File: config.mk
export PLATFORM = sky130hd
export DESIGN_NAME = control_sequencer_flat
export DESIGN_NICKNAME = d
export VERILOG_FILES = /design/src/rtl/cpu_ctrl_pkg.sv /design/src/rtl/control_sequencer_if.sv /design/src/rtl/ctrl_decode.sv /design/src/rtl/control_sequencer.sv /design/src/flat_wrapper.sv
export SDC_FILE = /design/constraint.sdc
export NUM_CORES = 1
export LEC_CHECK = 0
export ABC_AREA = 1
export CORE_ASPECT_RATIO = 1.75
export CORE_UTILIZATION = 30
export DETAILED_ROUTE_END_ITERATION = 8
export GPL_TIMING_DRIVEN = 0
export PLACE_DENSITY = 0.72
export SETUP_SLACK_MARGIN = 0.05
export SYNTH_ARGS = -nofsm -noshare
export SYNTH_HDL_FRONTEND = slang
export SYNTH_SLANG_ARGS = --single-unit
File: constraint.sdc
create_clock -name clock -period 2.07 [get_ports clock]
set_input_delay 0.3105 -clock clock [delete_from_list [all_inputs] [get_ports clock]]
set_output_delay 0.3105 -clock clock [all_outputs]
set_load 0.01 [all_outputs]
File: src/rtl/cpu_ctrl_pkg.sv
// cpu_ctrl_pkg: opcodes, bus/load/ALU encodings, state and control-word types for the control sequencer
package cpu_ctrl_pkg;
  localparam int OPC_W = 5;
  localparam int NUM_LD = 11;
  localparam int ALU_OP_W = 4;
  localparam logic [OPC_W-1:0] OP_LD = 5'd0, OP_ST = 5'd2, OP_ADD = 5'd3, OP_SUB = 5'd4,
    OP_AND = 5'd5, OP_OR = 5'd6, OP_ADDI = 5'd12, OP_BR = 5'd18, OP_NOP = 5'd26, OP_HALT = 5'd27;
  typedef enum logic [3:0] {
    BUS_NONE, BUS_PC, BUS_ZLO, BUS_ZHI, BUS_MDR, BUS_REG, BUS_CSIGN, BUS_HI, BUS_LO
  } bus_sel_t;
  localparam int LD_PC = 0, LD_IR = 1, LD_MAR = 2, LD_MDR = 3, LD_Y = 4, LD_Z = 5,
    LD_HI = 6, LD_LO = 7, LD_R = 8, LD_CON = 9, LD_OUT = 10;
  localparam logic [ALU_OP_W-1:0] ALU_NONE = 4'd0, ALU_ADD = 4'd1, ALU_SUB = 4'd2,
    ALU_AND = 4'd3, ALU_OR = 4'd4;
  // T-states encode their own step number so step can be driven straight from the state
  typedef enum logic [3:0] {
    S_T0, S_T1, S_T2, S_T3, S_T4, S_T5, S_T6, S_T7, S_IDLE = 4'hE, S_HALTED = 4'hF
  } state_t;
  typedef struct packed {
    bus_sel_t bus_sel;
    logic [NUM_LD-1:0] ld_en;
    logic gra;
    logic grb;
    logic grc;
    logic ba_out;
    logic inc_pc;
    logic [ALU_OP_W-1:0] alu_op;
    logic mdr_sel;
    logic mem_read;
    logic mem_write;
    logic hold;
    logic done;
    logic halt;
  } ctrl_word_t;
endpackage

File: src/rtl/control_sequencer_if.sv
// control_sequencer_if: handshake and control-word signals between sequencer and datapath
interface control_sequencer_if;
  import cpu_ctrl_pkg::*;
  logic start;
  logic [31:0] ir;
  logic con_ff;
  logic mem_ready;
  logic [3:0] bus_sel;
  logic [NUM_LD-1:0] ld_en;
  logic gra;
  logic grb;
  logic grc;
  logic ba_out;
  logic inc_pc;
  logic [ALU_OP_W-1:0] alu_op;
  logic mdr_sel;
  logic mem_read;
  logic mem_write;
  logic running;
  logic [3:0] step;
  modport master(
    input start, ir, con_ff, mem_ready,
    output bus_sel, ld_en, gra, grb, grc, ba_out, inc_pc, alu_op, mdr_sel, mem_read, mem_write,
      running, step
  );
  modport slave(
    output start, ir, con_ff, mem_ready,
    input bus_sel, ld_en, gra, grb, grc, ba_out, inc_pc, alu_op, mdr_sel, mem_read, mem_write,
      running, step
  );
endinterface

File: src/rtl/ctrl_decode.sv
// ctrl_decode: combinational control word from state, opcode and branch condition
module ctrl_decode
  import cpu_ctrl_pkg::*;
(
  input  state_t           state,
  input  logic [OPC_W-1:0] opc,
  input  logic             con_ff,
  output ctrl_word_t       cw
);
  logic alu, imm, mem, br;
  logic [ALU_OP_W-1:0] fn;
  assign alu = opc inside {OP_ADD, OP_SUB, OP_AND, OP_OR};
  assign imm = opc == OP_ADDI;
  assign mem = opc == OP_LD || opc == OP_ST;
  assign br = opc == OP_BR;
  assign fn = opc == OP_SUB ? ALU_SUB : opc == OP_AND ? ALU_AND : opc == OP_OR ? ALU_OR : ALU_ADD;
  always_comb begin
    cw = '0;
    case (state)
      S_T0: begin
        cw.bus_sel = BUS_PC;
        cw.ld_en[LD_MAR] = 1'b1;
        cw.ld_en[LD_Z] = 1'b1;
        cw.inc_pc = 1'b1;
      end
      S_T1: begin
        cw.bus_sel = BUS_ZLO;
        cw.ld_en[LD_PC] = 1'b1;
        cw.ld_en[LD_MDR] = 1'b1;
        cw.mdr_sel = 1'b1;
        cw.mem_read = 1'b1;
        cw.hold = 1'b1;
      end
      S_T2: begin
        cw.bus_sel = BUS_MDR;
        cw.ld_en[LD_IR] = 1'b1;
      end
      S_T3: begin
        cw.bus_sel = (alu || imm || mem || br) ? BUS_REG : BUS_NONE;
        cw.grb = alu || imm || mem;
        cw.ba_out = mem;
        cw.ld_en[LD_Y] = alu || imm || mem;
        cw.gra = br;
        cw.ld_en[LD_CON] = br;
        cw.halt = opc == OP_HALT;
        cw.done = !(alu || imm || mem || br) && opc != OP_HALT;
      end
      S_T4: begin
        cw.bus_sel = alu ? BUS_REG : br ? BUS_PC : (imm || mem) ? BUS_CSIGN : BUS_NONE;
        cw.grc = alu;
        cw.ld_en[LD_Z] = alu || imm || mem;
        cw.alu_op = alu ? fn : (imm || mem) ? ALU_ADD : ALU_NONE;
        cw.ld_en[LD_Y] = br;
      end
      S_T5: begin
        cw.bus_sel = (alu || imm || mem) ? BUS_ZLO : br ? BUS_CSIGN : BUS_NONE;
        cw.gra = alu || imm;
        cw.ld_en[LD_R] = alu || imm;
        cw.ld_en[LD_MAR] = mem;
        cw.ld_en[LD_Z] = br;
        cw.alu_op = br ? ALU_ADD : ALU_NONE;
        cw.done = alu || imm;
      end
      S_T6: begin
        cw.bus_sel = opc == OP_ST ? BUS_REG : (br && con_ff) ? BUS_ZLO : BUS_NONE;
        cw.gra = opc == OP_ST;
        cw.ld_en[LD_MDR] = mem;
        cw.mdr_sel = opc == OP_LD;
        cw.mem_read = opc == OP_LD;
        cw.hold = opc == OP_LD;
        cw.ld_en[LD_PC] = br && con_ff;
        cw.done = br;
      end
      S_T7: begin
        cw.bus_sel = opc == OP_LD ? BUS_MDR : BUS_NONE;
        cw.gra = opc == OP_LD;
        cw.ld_en[LD_R] = opc == OP_LD;
        cw.mem_write = opc == OP_ST;
        cw.hold = opc == OP_ST;
        cw.done = 1'b1;
      end
      default: ;
    endcase
  end
endmodule

File: src/rtl/control_sequencer.sv
// control_sequencer: T-step state register, memory wait-holds and clear gating around ctrl_decode
module control_sequencer
  import cpu_ctrl_pkg::*;
(
  input logic clock,
  input logic clear,
  control_sequencer_if.master bus
);
  state_t state;
  ctrl_word_t cw, gw;
  logic running, unused_bits;
  ctrl_decode u_decode (
    .state (state),
    .opc   (bus.ir[31:27]),
    .con_ff(bus.con_ff),
    .cw    (cw)
  );
  // clear silences every output in the same cycle, before the state register has reset
  assign gw = clear ? '0 : cw;
  assign running = !clear && state <= S_T7;
  assign bus.bus_sel = gw.bus_sel;
  assign bus.ld_en = gw.ld_en;
  assign bus.gra = gw.gra;
  assign bus.grb = gw.grb;
  assign bus.grc = gw.grc;
  assign bus.ba_out = gw.ba_out;
  assign bus.inc_pc = gw.inc_pc;
  assign bus.alu_op = gw.alu_op;
  assign bus.mdr_sel = gw.mdr_sel;
  assign bus.mem_read = gw.mem_read;
  assign bus.mem_write = gw.mem_write;
  assign bus.running = running;
  assign bus.step = running ? state : 4'hF;
  assign unused_bits = ^{bus.ir[26:0], gw.hold, gw.done, gw.halt};
  always_ff @(posedge clock)
    if (clear) state <= S_IDLE;
    else if (state == S_IDLE) state <= bus.start ? S_T0 : S_IDLE;
    else if (state != S_HALTED && !(cw.hold && !bus.mem_ready))
      state <= cw.halt ? S_HALTED : cw.done ? S_T0 : state_t'(state + 4'd1);
endmodule
File: src/flat_wrapper.sv
// flat-port wrapper written by rule: the top's interface ports become plain ports
module control_sequencer_flat import cpu_ctrl_pkg::*;
  (clock, clear, bus_start, bus_ir, bus_con_ff, bus_mem_ready, bus_bus_sel, bus_ld_en, bus_gra, bus_grb, bus_grc, bus_ba_out, bus_inc_pc, bus_alu_op, bus_mdr_sel, bus_mem_read, bus_mem_write, bus_running, bus_step);
  control_sequencer_if bus_i ();
  input logic clock;
  input logic clear;
  input wire logic [$bits(bus_i.start)-1:0] bus_start;
  input wire logic [$bits(bus_i.ir)-1:0] bus_ir;
  input wire logic [$bits(bus_i.con_ff)-1:0] bus_con_ff;
  input wire logic [$bits(bus_i.mem_ready)-1:0] bus_mem_ready;
  output wire logic [$bits(bus_i.bus_sel)-1:0] bus_bus_sel;
  output wire logic [$bits(bus_i.ld_en)-1:0] bus_ld_en;
  output wire logic [$bits(bus_i.gra)-1:0] bus_gra;
  output wire logic [$bits(bus_i.grb)-1:0] bus_grb;
  output wire logic [$bits(bus_i.grc)-1:0] bus_grc;
  output wire logic [$bits(bus_i.ba_out)-1:0] bus_ba_out;
  output wire logic [$bits(bus_i.inc_pc)-1:0] bus_inc_pc;
  output wire logic [$bits(bus_i.alu_op)-1:0] bus_alu_op;
  output wire logic [$bits(bus_i.mdr_sel)-1:0] bus_mdr_sel;
  output wire logic [$bits(bus_i.mem_read)-1:0] bus_mem_read;
  output wire logic [$bits(bus_i.mem_write)-1:0] bus_mem_write;
  output wire logic [$bits(bus_i.running)-1:0] bus_running;
  output wire logic [$bits(bus_i.step)-1:0] bus_step;
  assign bus_i.start = bus_start;
  assign bus_i.ir = bus_ir;
  assign bus_i.con_ff = bus_con_ff;
  assign bus_i.mem_ready = bus_mem_ready;
  assign bus_bus_sel = bus_i.bus_sel;
  assign bus_ld_en = bus_i.ld_en;
  assign bus_gra = bus_i.gra;
  assign bus_grb = bus_i.grb;
  assign bus_grc = bus_i.grc;
  assign bus_ba_out = bus_i.ba_out;
  assign bus_inc_pc = bus_i.inc_pc;
  assign bus_alu_op = bus_i.alu_op;
  assign bus_mdr_sel = bus_i.mdr_sel;
  assign bus_mem_read = bus_i.mem_read;
  assign bus_mem_write = bus_i.mem_write;
  assign bus_running = bus_i.running;
  assign bus_step = bus_i.step;
  control_sequencer u_core (.clock(clock), .clear(clear), .bus(bus_i));
endmodule
# == Yosys cells after proc, flatten, opt, wreduce, memory -nomap -nowiden ==
# Index checks and enable logic that the tools add are counted.
# totals
register_bits,4
out_inout_bits,32
rom_bits,0
n_memories,0
mem_bits_rw,0
latchBits,0
in_bits,37
# op_classes
multipliers,0
shift,0
n_eq_ne,18
mux,42
n_addsub,1
reduce_logical,18
n_bitwise,0
magnitude_cmp,1
div_mod_pow,0
# ops
operator,n
$mux 3,12
$mux 29,1
$mux 4,6
$pmux 3 s8,1
$eq 4x3->1 const B,4
$eq 5x3->1 const B,3
$eq 5x2->1 const B,2
$eq 5x5->1 const B,2
$mux 1,10
$pmux 1 s2,5
$eq 4x2->1 const B,2
$pmux 1 s4,2
$pmux 1 s3,2
$pmux 3 s2,1
$eq 5x4->1 const B,1
$logic_and 1x1->1,5
$logic_not 5->1,1
$logic_or 1x1->1,5
$ne 5x5->1 const B,1
$add 4x1->4 const B,1
$eq 4x1->1 const B,1
$eq 4x4->1 const B,1
$le 4x3->1 const B,1
$logic_not 1->1,4
other kinds (6),6

# == Longest topological paths before layout ==
# logic_depth
depth_word,12
depth_mapped,11
mapped_depth_nobuf,11

# == Hierarchy ==
# Synthesis repeated with hierarchy kept, for this count alone.
# unflattened
hier_cells,224
hier_area_um2,1081.0
# by_module_without_submodules
module,seq_area_each_um2,cells_each,area_each_um2,n_inst
control_sequencer,80.1,111,551.8,1
ctrl_decode,0.0,113,529.3,1

# == Least setup slack after synthesis ==
# OpenSTA, ideal clock, no wires.
# synth_path
path_type,reg-to-output
startpoint,register u_core.state[0]
endpoint,output bus_mem_read
t_required_ns,1.760
setup_slack_ns,0.372
path_stages_with_launch,8
arrival_time_ns,1.388
cell_sequence,dfxtp_1 > inv_1 > ha_1 > nand3_4 > nor2_4 > nand2_2 > a21oi_1 > buf_4
# synth_between
elab_chain_cells,3
word_cells_on_any_way,4
classes_between,2 x eq/ne; 2 x mux
# synth_lines
item,line,rtl
"start, declared",control_sequencer.sv:9,state_t state;
"start signal, assigned",control_sequencer.sv:37,else if (state == S_IDLE) state <= bus.start ? S_T0 : S_IDLE;
"start signal, assigned",control_sequencer.sv:39,state <= cw.halt ? S_HALTED : cw.done ? S_T0 : state_t'(state + 4'd1);
$eq 4x3->1 or $eq 4x1->1 (tied branches),ctrl_decode.sv:19,case (state)
$pmux 2 s2 *,ctrl_decode.sv:19,
$mux 29 *,control_sequencer.sv:19,assign gw = clear ? '0 : cw;
"end, declared",flat_wrapper.sv:20,output wire logic [$bits(bus_i.mem_read)-1:0] bus_mem_read;
# Mark *: on every way between the ends. The rest lies on a longest branch, timed or not.

# == Final worst setup path ==
# layout_path
startpoint,input bus_ir[29]
endpoint,output bus_bus_sel[1]
# layout_between
elab_chain_cells,8
word_cells_on_any_way,23
classes_between,7 x eq/ne; 9 x mux; 7 x reduce/logical
# layout_lines
item,line,rtl
"start, declared",flat_wrapper.sv:8,input wire logic [$bits(bus_i.ir)-1:0] bus_ir;
$eq 5x2->1 or $logic_not 5->1 (tied branches),"ctrl_decode.sv:14, ctrl_decode.sv:65",
$logic_or 1x1->1,ctrl_decode.sv:14,assign mem = opc == OP_LD || opc == OP_ST;
$logic_or 1x1->1,ctrl_decode.sv:49,cw.bus_sel = alu ? BUS_REG : br ? BUS_PC : (imm || mem) ? BUS_CSIGN : BUS_NONE;
$mux 3 (3 in series),ctrl_decode.sv:49,
$pmux 3 s8 *,ctrl_decode.sv:19,
$mux 29 *,control_sequencer.sv:19,
"end, declared",flat_wrapper.sv:11,output wire logic [$bits(bus_i.bus_sel)-1:0] bus_bus_sel;
# Marks and branches as above.

==> results.md <==
* Run status: finished, final reports clean
* Crit end category: output pin
* Worst-path clk slew at ~30 ps
* #FFs+latches synth at 4
* WHS Endpoint: u_core.state[2]$_SDFFE_PP1P_
* DIE AREA at roughly 3300 um2
* Share of layout cells above drive strength 1 at 0.399
* Ys Warns at 0
* Crit path launch type: input pin
* Initial antenna violation count at 0
* Pint at a little under 600 uW
* Residual DRC at 0
* CP Max Fanout at 3
* Initial Utilization at 0.315
* Antenna Cells at 0
* Total routed wirelength at about 3 mm
* CTS Root Cell: clkbuf_8
* WHS at about 560 ps
* Max-Cap Viols at 0
* Fin crit share at 0.955
* Fill count at 299
* Synth area leaders: nand2_1 13%, nand3_1 11%, inv_1 9.4%
* Port bufs at 35
* Synthesized instance count at 158
* RSZ-0062 raised after global routing: yes
* DR iter-0 viols at between 40 and 50
* EDFF count, synth at 0
* Min-delay worst type: in -> reg
* Total grt overflow at 0
* Net Sw Frac at 0.504
* CP Class: in -> out
* Slew Limit Fails at 0
* Nets at approximately 260
* Yosys top cell area share at 0.126
* WP data required at about 1800 ps
* Worst reg2reg path depth at 9
* H-tree level count at 1
* CTS tree: built
* Register name with the most flops: u_core.state
* Seq pwr share at 0.173
* Leakage power total at between 0.0007 and 0.0008 uW
* Avg Vias per Cell at 4.95
* Die X-Extent at between 40 and 50 um
* R2R Setup Slk at 550 ps
* FF-to-FF End: u_core.state[3]$_SDFFE_PP1P_
* Layout Utilization at 0.513
* Net Sw Power at between 500 and 600 uW
* Logic pwr share at 0.692
* Clock buffer depth at 2
* Register area share after synthesis at 0.0868
* Worst slew pin tran at around 500 ps
* Most used DFF post-synth: dfxtp_1
* Global-route wire length before repair at 4.71 mm
* Final Critical Period at around 2000 ps
* Clock latency on the worst-skew pair at approximately 210 ps
* Area Overhead vs Synth at 62.8%
* Worst hold path depth at 3
* VDD IR max at 0.747 mV
* CP arrival at 1670 ps
* Layout Skew at about 2.5 ps
* Routability cong. at 0.877
* Num CTS Buffers at 3
* Area leader, netlist: nand2_1
* Core Footprint at between 2000 and 3000 um2
* Fin. Hold Viols at 0
* Top-count cell post-synth: nand2_1
* Max-slew headroom at 0.658
* First-pass DRT Iterations at 6
* Hold_sp: clear
* Largest regs: u_core.state: 4 flops
* Largest net degree at the start of global routing at 11
* Clk sink count at 4
* DP HPWL at around 2.3 mm
* Mapped Area at ~920 um2
* Synth async-reset ratio at 0
* Maximum clock frequency at 506 MHz
* Routed WL per cell at 12.7 um
* Via Count at around 1.2k
* Remaining antenna violation count at 0
* Reg-to-reg startpoint: u_core.state[1]$_SDFFE_PP1P_
* # setup viols final at 0
* Avg Inst Size Synth at 5.84 um2
* Post-synth top cells: 31 x nand2_1, 23 x inv_1, 21 x nand3_1, 20 x nor2_1, 8 x a21oi_1
* Pwr dens at 778 nW/um2
* Vias in the first global route at ~1.1k
* Clock power share at 0.135
* Max FFs per register at 4
* I/O Pins at between 60 and 70
* GRT Overall Usage at 0.187
* Unique cell type count in the Yosys netlist at 31
* Die height at between 70 and 80 um
* Rows at 26
==> cell usage in the layout (no fill, tap or decap), drive strengths merged <==
| cell | Yosys | layout |
|---|---|---|
| nand2 | 37 | 37 |
| inv | 28 | 28 |
| nor2 | 27 | 27 |
| buf | 8 | 26 |
| nand3 | 25 | 25 |
| clkbuf | 1 | 13 |
| clkdlybuf4s50 | 0 | 11 |
| a21oi | 11 | 11 |
| dlygate4sd2 | 0 | 7 |
| conb | 1 | 5 |
| ha | 4 | 4 |
| dfxtp | 4 | 4 |
| clkdlybuf4s15 | 0 | 3 |
| a41oi | 3 | 3 |
| nor3 | 3 | 3 |
| nand3b | 1 | 1 |
| a31oi | 1 | 1 |
| o22ai | 1 | 1 |
| xor2 | 1 | 1 |
| o21ai | 1 | 1 |
| xnor2 | 1 | 1 |
==> power by group through the flow <==
stage	combinational [uW]	sequential [uW]	clock, uW
final	809	202	158
after global routing	869	207	172
after CTS	764	190	162
after detailed placement	721	164	0
after global placement	715	164	0
after floorplan	550	150	0
==> cell type report <==
cell class	instances	area, um2	area share
sequential	4	88.8	0.0592
timing repair buffer	48	369	0.246
clock buffer	3	41.3	0.0275
inverter	28	113	0.0750
tap	28	35.0	0.0233
multi-input combinational	121	790	0.526
buffer	9	65.1	0.0433
==> worst max-delay path by stage <==
stage / startpoint / endpoint / slack [ps]
detailed placement: bus_ir[30] / bus_bus_sel[2] / -540
finish: bus_ir[29] / bus_bus_sel[1] / 90
global route: bus_ir[29] / bus_bus_sel[1] / 30
floorplan: u_core.state[0]$_SDFFE_PP0P_ / bus_mem_read / 370
CTS: u_core.state[0]$_SDFFE_PP0P_ / bus_mem_read / 30
global placement: bus_ir[30] / bus_bus_sel[2] / -540
==> through the flow <==
| step | std cells | total power [uW] | setup TNS [ps] | setup WS, ps | cell area (um2) |
|---|---|---|---|---|---|
| final | 241 | 1170 | 0 | 92.7 | 1500 |
| after global routing | 241 | 1250 | 0 | 31.4 | 1500 |
| after global placement | 225 | 879 | -6540 | -539 | 1320 |
| after CTS | 236 | 1120 | 0 | 30.7 | 1470 |
| after detailed placement | 225 | 885 | -6550 | -541 | 1320 |
| after floorplan | 162 | 700 | 0 | 372 | 937 |
==> cell families (layout without fill, tap and decap cells) <==
logic type / after synthesis / count (layout) / share of synthesized area
AND/OR/NAND/NOR: 93 / 93 / 0.529
buffers and inverters: 37 / 88 / 0.187
AO/OA/AOI/OAI: 17 / 17 / 0.119
adder cells (fa/ha/maj): 4 / 4 / 0.0543
flip-flops: 4 / 4 / 0.0868
XOR/XNOR: 2 / 2 / 0.0190
other: 1 / 5 / 0.00407
==> layer usage <==
metal	track usage	vias to the layer above	wire length, um
met3	0.0166	12	126
met2	0.381	55	1770
met1	0.180	526	1060
li1	-	601	-
met5	0	-	0
met4	0.0875	0	116
==> critical path, stage by stage <==
cell             delay (ps)
clkdlybuf4s15_1         200
nor2_2                  160
buf_4                   130
inv_1                    50
nor2_4                  170
buf_4                   140
nand3_1                 120
a41oi_2                 240
buf_2                   160
==> timing repair <==
action,in CTS,in global routing
gates cloned,0,0
setup endpoints to repair,21,16
hold buffers,0,0
pin swaps,8,8
setup buffers,8,5
gates resized for setup,61,33
Note: power is estimated with default switching activity, not from simulation.
==> edit, RTL diff (config.mk and constraints unchanged) <==
Set the package constant `NUM_LD` to 13 (it was 11).
--- a/src/rtl/cpu_ctrl_pkg.sv
+++ b/src/rtl/cpu_ctrl_pkg.sv
@@ -1,7 +1,7 @@
 // cpu_ctrl_pkg: opcodes, bus/load/ALU encodings, state and control-word types for the control sequencer
 package cpu_ctrl_pkg;
   localparam int OPC_W = 5;
-  localparam int NUM_LD = 11;
+  localparam int NUM_LD = 13;
   localparam int ALU_OP_W = 4;
   localparam logic [OPC_W-1:0] OP_LD = 5'd0, OP_ST = 5'd2, OP_ADD = 5'd3, OP_SUB = 5'd4,
     OP_AND = 5'd5, OP_OR = 5'd6, OP_ADDI = 5'd12, OP_BR = 5'd18, OP_NOP = 5'd26, OP_HALT = 5'd27;
Interface: changed (resized bus_ld_en); port bits go from 69 to 71. No check against the original RTL was run, so the function may have changed too.
==> edit against the original RTL <==
Combinational power rose by 2%. Power rose by 1.6%. Setup slack improved by 8.7 ps. Via count rose by 1.8%. Sequential cell count did not move. Register-to-register slack got worse by 20 ps. Non-clock buffer count rose by 3. Final area rose by 5.9%. Area after synthesis rose by 1.6%. Wire length barely moved. Count of clock-buffer cells in the layout did not move. First-iteration DRC count fell by 46%. Critical endpoint is now bus_bus_sel[2].
==> edit: results (changes against the original RTL) <==
met3_length_um: 125  # -0.79%
met1_length_um: 1030  # -2.6%
grt_pass1_wl_um: 4860  # +3.2%
drtIter0Drc: 22  # -46%
worst_ir_drop_vdd_v: 0.000712  # -4.7%
drive_above_1_share_pct: 42.7  # +2.8 points
syn_area_per_cell_um2: 5.86  # +0.36%
globalRouteMet3Util_pct: 2.86  # +1.2 points
critPathLaunch: "u_core.state[0]$_SDFFE_PP0P_"
met1_usage_pct: 15.6  # -2.4 points
gp_congestion: 0.883  # +0.68%
synthAdderAreaFrac_pct: 5.34  # -0.087 points
nets: 261  # +2.0%
dp_cells: 243  # +8.0%
dr_wl_met2_um: 1800  # +1.9%
ff2ff_setup_slack_ps: 530  # -20 ps
dp_hpwl_um: 2330  # +2.9%
critPathMaxFanout: 5  # +2
synth-xor-area-share_pct: 1.87  # -0.030 points
p_leak_nw: 0.795  # +6.6%
hold_ws_ps: 559  # +0.904 ps
use_met2_pct: 36.5  # -1.7 points
post_drt_wl_per_cell_um: 11.8  # -7.4%
viasPerCell: 4.68  # -5.6%
grt_pass1_vias: 1214  # +5.7%
ys_seq_area_share_pct: 8.54  # -0.14 points
max_slew_margin_pct: 66.1  # +0.27 points
finClkSkew_ps: 1.05  # -1.47 ps
synth-compound-area-share_pct: 11.7  # -0.19 points
r2r_cells: 11  # +2
endpoint: "bus_bus_sel[2]"
ys_top_cells_by_count: "nand2_1 (31), inv_1 (23), nand3_1 (21), nor2_1 (20)"
outcome: "finished, final reports clean"
edit: worst max-delay path, cell delays in order, from the launching register on:
cell and delay, ps:
dfxtp_4 390, inv_4 60, ha_4 170, nand3_4 90, nor2_4 50, buf_4 130
a21oi_1 250, a41oi_2 140, buf_2 150
edit: how the worst min path moves through the flow:
stage                     cells after the start                            to                          from
after floorplan                               2  u_core.state[1]$_SDFFE_PP1P_  u_core.state[1]$_SDFFE_PP1P_
after global placement                        2  u_core.state[1]$_SDFFE_PP1P_  u_core.state[1]$_SDFFE_PP1P_
after detailed placement                      2  u_core.state[0]$_SDFFE_PP0P_  u_core.state[0]$_SDFFE_PP0P_
after CTS                                     3  u_core.state[3]$_SDFFE_PP1P_                         clear
after global routing                          2  u_core.state[0]$_SDFFE_PP0P_  u_core.state[0]$_SDFFE_PP0P_
final                                         3  u_core.state[3]$_SDFFE_PP1P_                         clear
edit: kinds of logic after synthesis:
family,after synthesis
AO/OA/AOI/OAI,17
XOR/XNOR,2
adder cells (fa/ha/maj),4
AND/OR/NAND/NOR,93
other,1
flip-flops,4
buffers and inverters,39
edit: per-stage QoR:
step	power, W	setup WS, ps	utilization [%]
floorplan	0.000704	372	-
global placement	0.000881	-560	46.0
detailed placement	0.000890	-566	46.0
CTS	0.00112	27.8	50.7
global route	0.00129	19.8	53.7
finish	0.00119	101	53.7
edit: final cells by class:
class	instances	area (µm²)
plain buffers	11	80.1
clock buffers	3	41.3
fillers	290	1370
inverters	28	110
multi-input cells	123	833
flip-flops and latches	4	88.8
well taps	42	52.6
repair buffers	49	384
edit: what timing repair did:
item	4_1_cts	5_1_grt
gates resized for setup	57	35
setup buffers	8	6
endpoints found under the hold margin	0	0
pin swaps	8	8
endpoints found under the setup margin	21	15
